File: src/rtl/comp_seq_nbit.sv
// Multi-cycle magnitude comparator: walks WIDTH-bit operands CHUNK bits per
// clock from the MSB end and stops at the first differing chunk.
module comp_seq_nbit #(
    parameter  int WIDTH     = 16,
    parameter  int CHUNK     = 4,
    parameter  int SIGNED_EN = 1,
    localparam int NCH       = WIDTH / CHUNK,
    localparam int CW        = $clog2(NCH + 1)
) (
    input  logic             clk,
    input  logic             rst,
    input  logic             start,
    input  logic             signed_mode,
    input  logic [WIDTH-1:0] p,
    input  logic [WIDTH-1:0] q,
    output logic             busy,
    output logic             done,
    output logic             gt,
    output logic             lt,
    output logic             eq,
    output logic [CW-1:0]    cycles
);

    localparam int KW = (NCH > 1) ? $clog2(NCH) : 1;
    localparam logic [WIDTH-1:0] MSB = WIDTH'(1) << (WIDTH - 1);

    typedef enum logic [1:0] {
        IDLE,
        RUN,
        DONE
    } state_t;

    state_t           state, state_d;
    logic [WIDTH-1:0] p_r, q_r;
    logic [KW-1:0]    k;
    logic [CHUNK-1:0] p_ch [NCH];
    logic [CHUNK-1:0] q_ch [NCH];
    logic [CHUNK-1:0] p_c, q_c;
    logic             accept, last, finish, flip;

    // Chunk 0 is the most significant slice of the operand.
    for (genvar g = 0; g < NCH; g++) begin : g_chunk
        assign p_ch[g] = p_r[WIDTH-1-g*CHUNK -: CHUNK];
        assign q_ch[g] = q_r[WIDTH-1-g*CHUNK -: CHUNK];
    end

    assign p_c    = p_ch[k];
    assign q_c    = q_ch[k];
    assign last   = (int'(k) == NCH - 1);
    assign finish = (p_c != q_c) || last;
    assign accept = start && ((state == IDLE) || (state == DONE));
    assign flip   = (SIGNED_EN != 0) && signed_mode;
    assign busy   = (state == RUN);
    assign done   = (state == DONE);

    always_comb begin
        state_d = state;
        case (state)
            IDLE:    if (accept) state_d = RUN;
            RUN:     if (finish) state_d = DONE;
            DONE:    state_d = accept ? RUN : IDLE;
            default: state_d = IDLE;
        endcase
    end

    always_ff @(posedge clk) begin
        if (rst) state <= IDLE;
        else     state <= state_d;
    end

    // Flipping the sign bit at latch time maps two's-complement order onto
    // unsigned order, so the chunk walk itself is mode-agnostic.
    always_ff @(posedge clk) begin
        if (rst) begin
            p_r    <= '0;
            q_r    <= '0;
            k      <= '0;
            gt     <= 1'b0;
            lt     <= 1'b0;
            eq     <= 1'b0;
            cycles <= '0;
        end else begin
            if (accept) begin
                p_r <= p ^ (flip ? MSB : '0);
                q_r <= q ^ (flip ? MSB : '0);
                k   <= '0;
            end else if ((state == RUN) && !finish) begin
                k <= k + KW'(1);
            end
            if ((state == RUN) && finish) begin
                gt     <= (p_c > q_c);
                lt     <= (p_c < q_c);
                eq     <= (p_c == q_c);
                cycles <= CW'(k) + CW'(1);
            end
        end
    end

endmodule
File: config.mk
export PLATFORM = sky130hd
export DESIGN_NAME = comp_seq_nbit
export DESIGN_NICKNAME = d
export VERILOG_FILES = /design/src/rtl/comp_seq_nbit.sv
export SDC_FILE = /design/constraint.sdc
export NUM_CORES = 1
export LEC_CHECK = 0
export CORE_MARGIN = 1.5
export CORE_UTILIZATION = 40
export DETAILED_ROUTE_END_ITERATION = 7
export PLACE_DENSITY = 0.68
export RECOVER_POWER = 25
export SLEW_MARGIN = 25
export SYNTH_ARGS = -nofsm -noshare
export SYNTH_HDL_FRONTEND = slang
export SYNTH_SLANG_ARGS = --single-unit
File: constraint.sdc
create_clock -name clk -period 4.7 [get_ports clk]
set_clock_uncertainty 0.15 [all_clocks]
set_input_delay 0.94 -clock clk [delete_from_list [all_inputs] [get_ports clk]]
set_output_delay 0.94 -clock clk [all_outputs]
set_load 0.02 [all_outputs]
==> impl_metrics.tcl, run 1 <==
set metrics [dict create \
    wl_per_cell_um 12.8 \
    cts-root-buf "clkbuf_8" \
    cp_num_buf_inv 2 \
    maxCapViolations 0 \
    cts_tree "built" \
    clk_latency_ps 290 \
    rows 24 \
    yosysWarnings 0 \
    yosysTopAreaCell "dfxtp_1" \
    criticalPathCategory "flop to primary output" \
    nets 285 \
    final_max_slew_viol_count 0 \
    syn_to_final_growth_pct 28.8 \
    vdd_drop_max_uv 174 \
    cts_resized 0 \
    vias 1541 \
    drive_gt1_share_pct 6.94 \
    max_freq_mhz 342 \
    grt_max_degree 39 \
    post_cts_buffers 0 \
    clkSlewWorstSetupHoldPaths_ps 70 \
    cts-buffers-inserted 5 \
    min_period_ps 2930 \
    setup_viol 0 \
    seqPwrFrac_pct 51.2 \
    synth_edf_count 0 \
    dp_hpwl_um 2610 \
    ys_top_cells_by_count "nand2_1, dfxtp_1, a21oi_1" \
    combPwrFrac_pct 17.9 \
    cpPeakStageDelay_ps 630 \
    pwr_density_cell_nw_per_um2 327 \
    port_buffers 43 \
    die_h_um 70.7 \
    n_antenna_cell 0 \
    clock_path_buffers 2 \
    dieArea_um2 4990 \
    leakagePower_uw 0.000877 \
    pwr-share-clk_pct 30.8 \
    netlist_top_cells_area "dfxtp_1, nand2_1, a21oi_1" \
    drcViolationCount 0 \
    max_slew_margin_pct 33.2 \
    ys_async_sr_fraction_pct 0 \
    synth_seq_cells 42 \
    internal_power_uw 568 \
    placed_cells 289 \
    groute.usage.overall_pct 16.6 \
    h-tree-depth 2 \
    fin_cells 297 \
    finalHoldViolCount 0 \
    status "finished clean" \
    netSwitchingFraction_pct 26.3 \
    fill_cells 421 \
    gp_congestion 0.765 \
    fin_tns_setup_ps 0 \
    cp_slowest_cell "clkdlybuf4s50_1" \
    synth_most_common_cell "nand2_1" \
    synthFlopType "dfxtp_1" \
    first_iter_violations 105 \
    final_core_util_pct 53.8 \
    tightestPinTransition_ps 1000 \
    grt_pass1_wl_um 6550 \
    avgSynthCellArea_um2 8.80 \
    die_w_um 70.7 \
    start_util_pct 41.8 \
    yosysUniqueCellTypes 33 \
    dr.pass1.iters 4 \
    worst-endpoint-required_ps 3610 \
    via_per_inst 5.19 \
    cp-end-kind "primary output" \
    cpLargestDelayFamily "buffers and inverters" \
    antenna_left 0 \
    post-route-period-util_pct 62.3 \
    synth_top_area_share_pct 45.9 \
    crit_arrival_ps 1840 \
    synth_area_um2 1830 \
    crit_path_max_fanout 10 \
    grt_pass1_vias 1364 \
    p_switching_uw 202 \
    syn_nets 249 \
    synthCells 208 \
    antenna_found_initial 0 \
    start_kind "flop" \
    path_cells "nand2b_1 > inv_1 > clkdlybuf4s50_1" \
    drt_wl_total_um 3790 \
    io_pins 44 \
    hold_path.class "flop to flop" \
    grt.overflow.total 0 \
    rsz0062_at_grt "false" \
    seq_area_frac_synth_pct 45.9 \
    clkSinkCount 42 \
    hold_buffers 0 \
    core-area_um2 4380 \
]
-- power groups by stage --
stage	Clock (uW)	Combinational [uW]	Sequential, uW
2_1_floorplan	0	86.1	399
3_3_place_gp	0	136	402
3_5_place_dp	0	138	403
4_1_cts	245	139	394
5_1_grt	263	154	398
6_report	238	138	394
-- metrics by stage --
| stage | power (uW) | setup WS, ps | hold slack, ps | cell area, um^2 |
|---|---|---|---|---|
| final | 770 | 1770 | 306 | 2360 |
| after floorplan | 486 | 2280 | 283 | 1830 |
| after CTS | 779 | 1790 | 308 | 2360 |
| after global placement | 539 | 1910 | 291 | 2270 |
| after global routing | 815 | 1660 | 323 | 2360 |
| after detailed placement | 541 | 1900 | 297 | 2270 |
-- logic make-up after synthesis --
family / after synthesis / synth area share, %
AOI/OAI and AO/OA: 52 / 16.5
xor gates and xnor gates: 2 / 0.957
adders and majority gates: 5 / 3.42
buffers and inverters: 22 / 5.33
DFF: 42 / 45.9
muxes: 8 / 9.84
and+or+nand+nor: 77 / 18.0
-- cell type report --
class / instances / area [um^2] / share of cell area [%]
multi-input combinational: 144 / 892 / 37.8
sequential: 42 / 841 / 35.7
timing repair buffer: 45 / 445 / 18.9
clock buffer: 7 / 86.3 / 3.66
tap: 52 / 65.1 / 2.76
inverter: 6 / 22.5 / 0.955
clock inverter: 1 / 5.00 / 0.212
-- flip-flops by register name, summed over array words and instances (netlist names) --
name and count:
cycles 3, eq 1, gt 1, k 2, lt 1, p_ch 16, q_ch 16, state 2
-- metal layers --
| metal | part of all wire [%] | vias up | track usage [%] |
|---|---|---|---|
| met1 | 48 | 702 | 23.0 |
| met4 | 1.6 | 0 | 6.29 |
| met3 | 5.4 | 6 | 5.41 |
| met5 | 0 | - | 0 |
| li1 | - | 790 | - |
| met2 | 45 | 43 | 24.2 |
-- cell usage in the layout, fill, tap and decap left out, types with 2 or more instances in the layout --
master           instances
buf_4                    2
xnor2_1                  2
nor2b_1                  2
o31ai_1                  2
clkbuf_8                 6
mux4_2                   8
nand2_1                 61
a21oi_1                 37
o211ai_1                 4
dfxtp_1                 42
inv_1                    6
ha_1                     5
a211oi_1                 2
nand2b_1                 2
nor2_1                   3
clkdlybuf4s50_1         42
-- worst min-delay path, delay by kind of cell (launching register included) --
| kind | cells | cell delay (ps) |
|---|---|---|
| AND/OR/NAND/NOR | 1 | 50 |
| flip-flops | 1 | 310 |
| AO/OA/AOI/OAI | 1 | 50 |
-- path summary, 6_finish.rpt --
kind | start | to | slack (ps) | cells past startpoint
worst max-delay path | state[0] | busy | 1770 | 3
worst min-delay path | q_ch[10] | q_ch[10] | 310 | 2
worst max register to register | k[0] | k[0] | 1980 | 5
worst min register to register | q_ch[10] | q_ch[10] | 310 | 2
No activity file was read; power rests on OpenSTA's default activity.
==> inputs of run 2 (changes only) <==
PLACE_DENSITY = 0.7   (was 0.68)
clock period = 2.65 ns   (was 4.7 ns; I/O delays follow)
==> impl_metrics.tcl, run 2 (synthesis gave the netlist of run 1 again) <==
set metrics [dict create \
    vias 1529 \
    grt_pass1_vias 1511 \
    finalHoldViolCount 0 \
    final_core_util_pct 54.9 \
    clkSlewWorstSetupHoldPaths_ps 80 \
    io_pins 44 \
    core-area_um2 4380 \
    hold_buffers 0 \
    cts_tree "built" \
    vdd_drop_max_uv 321 \
    dr.pass1.iters 4 \
    first_iter_violations 123 \
    groute.usage.overall_pct 16.7 \
    cts-root-buf "clkbuf_8" \
    cp-end-kind "flop" \
    antenna_left 0 \
    die_h_um 70.7 \
    min_period_ps 2420 \
    max_slew_margin_pct 61.9 \
    cpLargestDelayFamily "simple AND/OR/NAND/NOR gates" \
    n_antenna_cell 0 \
    most-common-layout-cells "nand2_1, dfxtp_1, clkdlybuf4s50_1" \
    fill_cells 425 \
    final_max_slew_viol_count 0 \
    tightestPinTransition_ps 571 \
    worst-endpoint-required_ps 2730 \
    cp_slowest_cell "mux4_2" \
    max_freq_mhz 413 \
    gp_congestion 0.835 \
    cpPeakStageDelay_ps 490 \
    nets 292 \
    pwr_density_cell_nw_per_um2 569 \
    h-tree-depth 2 \
    clkSinkCount 42 \
    crit_arrival_ps 2500 \
    multi_input_area_um2 892 \
    post_cts_buffers 0 \
    criticalPathCategory "flop to flop" \
    dp_hpwl_um 2700 \
    layout_commonest_cell "nand2_1" \
    start_kind "flop" \
    die_w_um 70.7 \
    syn_to_final_growth_pct 31.5 \
    path_cells "buf_4 > mux4_2 > ha_1 > nand4_1 > or4_1 > a21oi_1" \
    port_buffers 43 \
    wl_per_cell_um 12.4 \
    post-route-period-util_pct 91.4 \
    grt_max_degree 38 \
    leakagePower_uw 0.000912 \
    clk_latency_ps 290 \
    drt_wl_total_um 3760 \
    status "finished clean" \
    regArea_um2 841 \
    fin_tns_setup_ps 0 \
    maxCapViolations 0 \
    drcViolationCount 0 \
    setup_viol 0 \
    via_per_inst 5.03 \
    cts_resized 0 \
    cts-buffers-inserted 5 \
    cp_num_buf_inv 1 \
    drive_gt1_share_pct 9.52 \
    crit_path_max_fanout 4 \
    start_util_pct 41.8 \
    dieArea_um2 4990 \
    clock_path_buffers 2 \
    rsz0062_at_grt "false" \
    hold_path.class "flop to flop" \
    grt_pass1_wl_um 6720 \
    rows 24 \
    antenna_found_initial 0 \
    grt.overflow.total 0 \
]
==> run 2: cell count changes in the layout (fill, tap and decap cells not counted), sizes merged <==
| cell | before | now |
|---|---|---|
| clkbuf | 7 | 8 |
| buf | 2 | 8 |
==> run 2: routing by layer <==
| metal | global-route usage, % | vias up | part of all wire (%) |
|---|---|---|---|
| met5 | 0 | - | 0 |
| met4 | 5.03 | 0 | 1.1 |
| met3 | 3.99 | 6 | 4.3 |
| met2 | 27.0 | 36 | 48 |
| met1 | 22.3 | 687 | 47 |
| li1 | - | 800 | - |
==> run 2: through the flow <==
stage	instances	total power, uW	cell area, um^2	worst slack [ps]	hold slack, ps
finish	304	1370	2410	229	305
global route	304	1440	2410	26.5	327
CTS	304	1380	2410	213	306
detailed placement	296	973	2320	229	295
global placement	296	967	2320	276	292
floorplan	208	861	1830	228	283
==> run 2: power breakdown <==
group,internal [uW],total (uW),switching [uW]
clock,210,416,206
sequential,672,695,22.9
combinational,134,259,125
total,1020,1370,354
==> run 2: layout make-up <==
type | count | share of cell area [%]
inverters | 6 | 0.936
well taps | 52 | 2.70
multi-input cells | 144 | 37.1
clock buffers | 7 | 3.59
repair buffers | 52 | 20.6
clock inverters | 1 | 0.208
flip-flops and latches | 42 | 34.9
==> run 2: worst paths after layout <==
check,startpoint,end,slack (ps),depth (start not counted)
setup / recovery,k[0],k[0],230,6
hold / removal,q_ch[5],q_ch[5],310,2
setup reg to reg,k[0],k[0],230,6
hold reg to reg,q_ch[5],q_ch[5],310,2
==> run 2: tightest hold or removal path: cells and delay by family, from the launching register on <==
family / cells / cell delay (ps)
AND/OR/NAND/NOR: 1 / 50
AO/OA/AOI/OAI: 1 / 50
flip-flops: 1 / 310
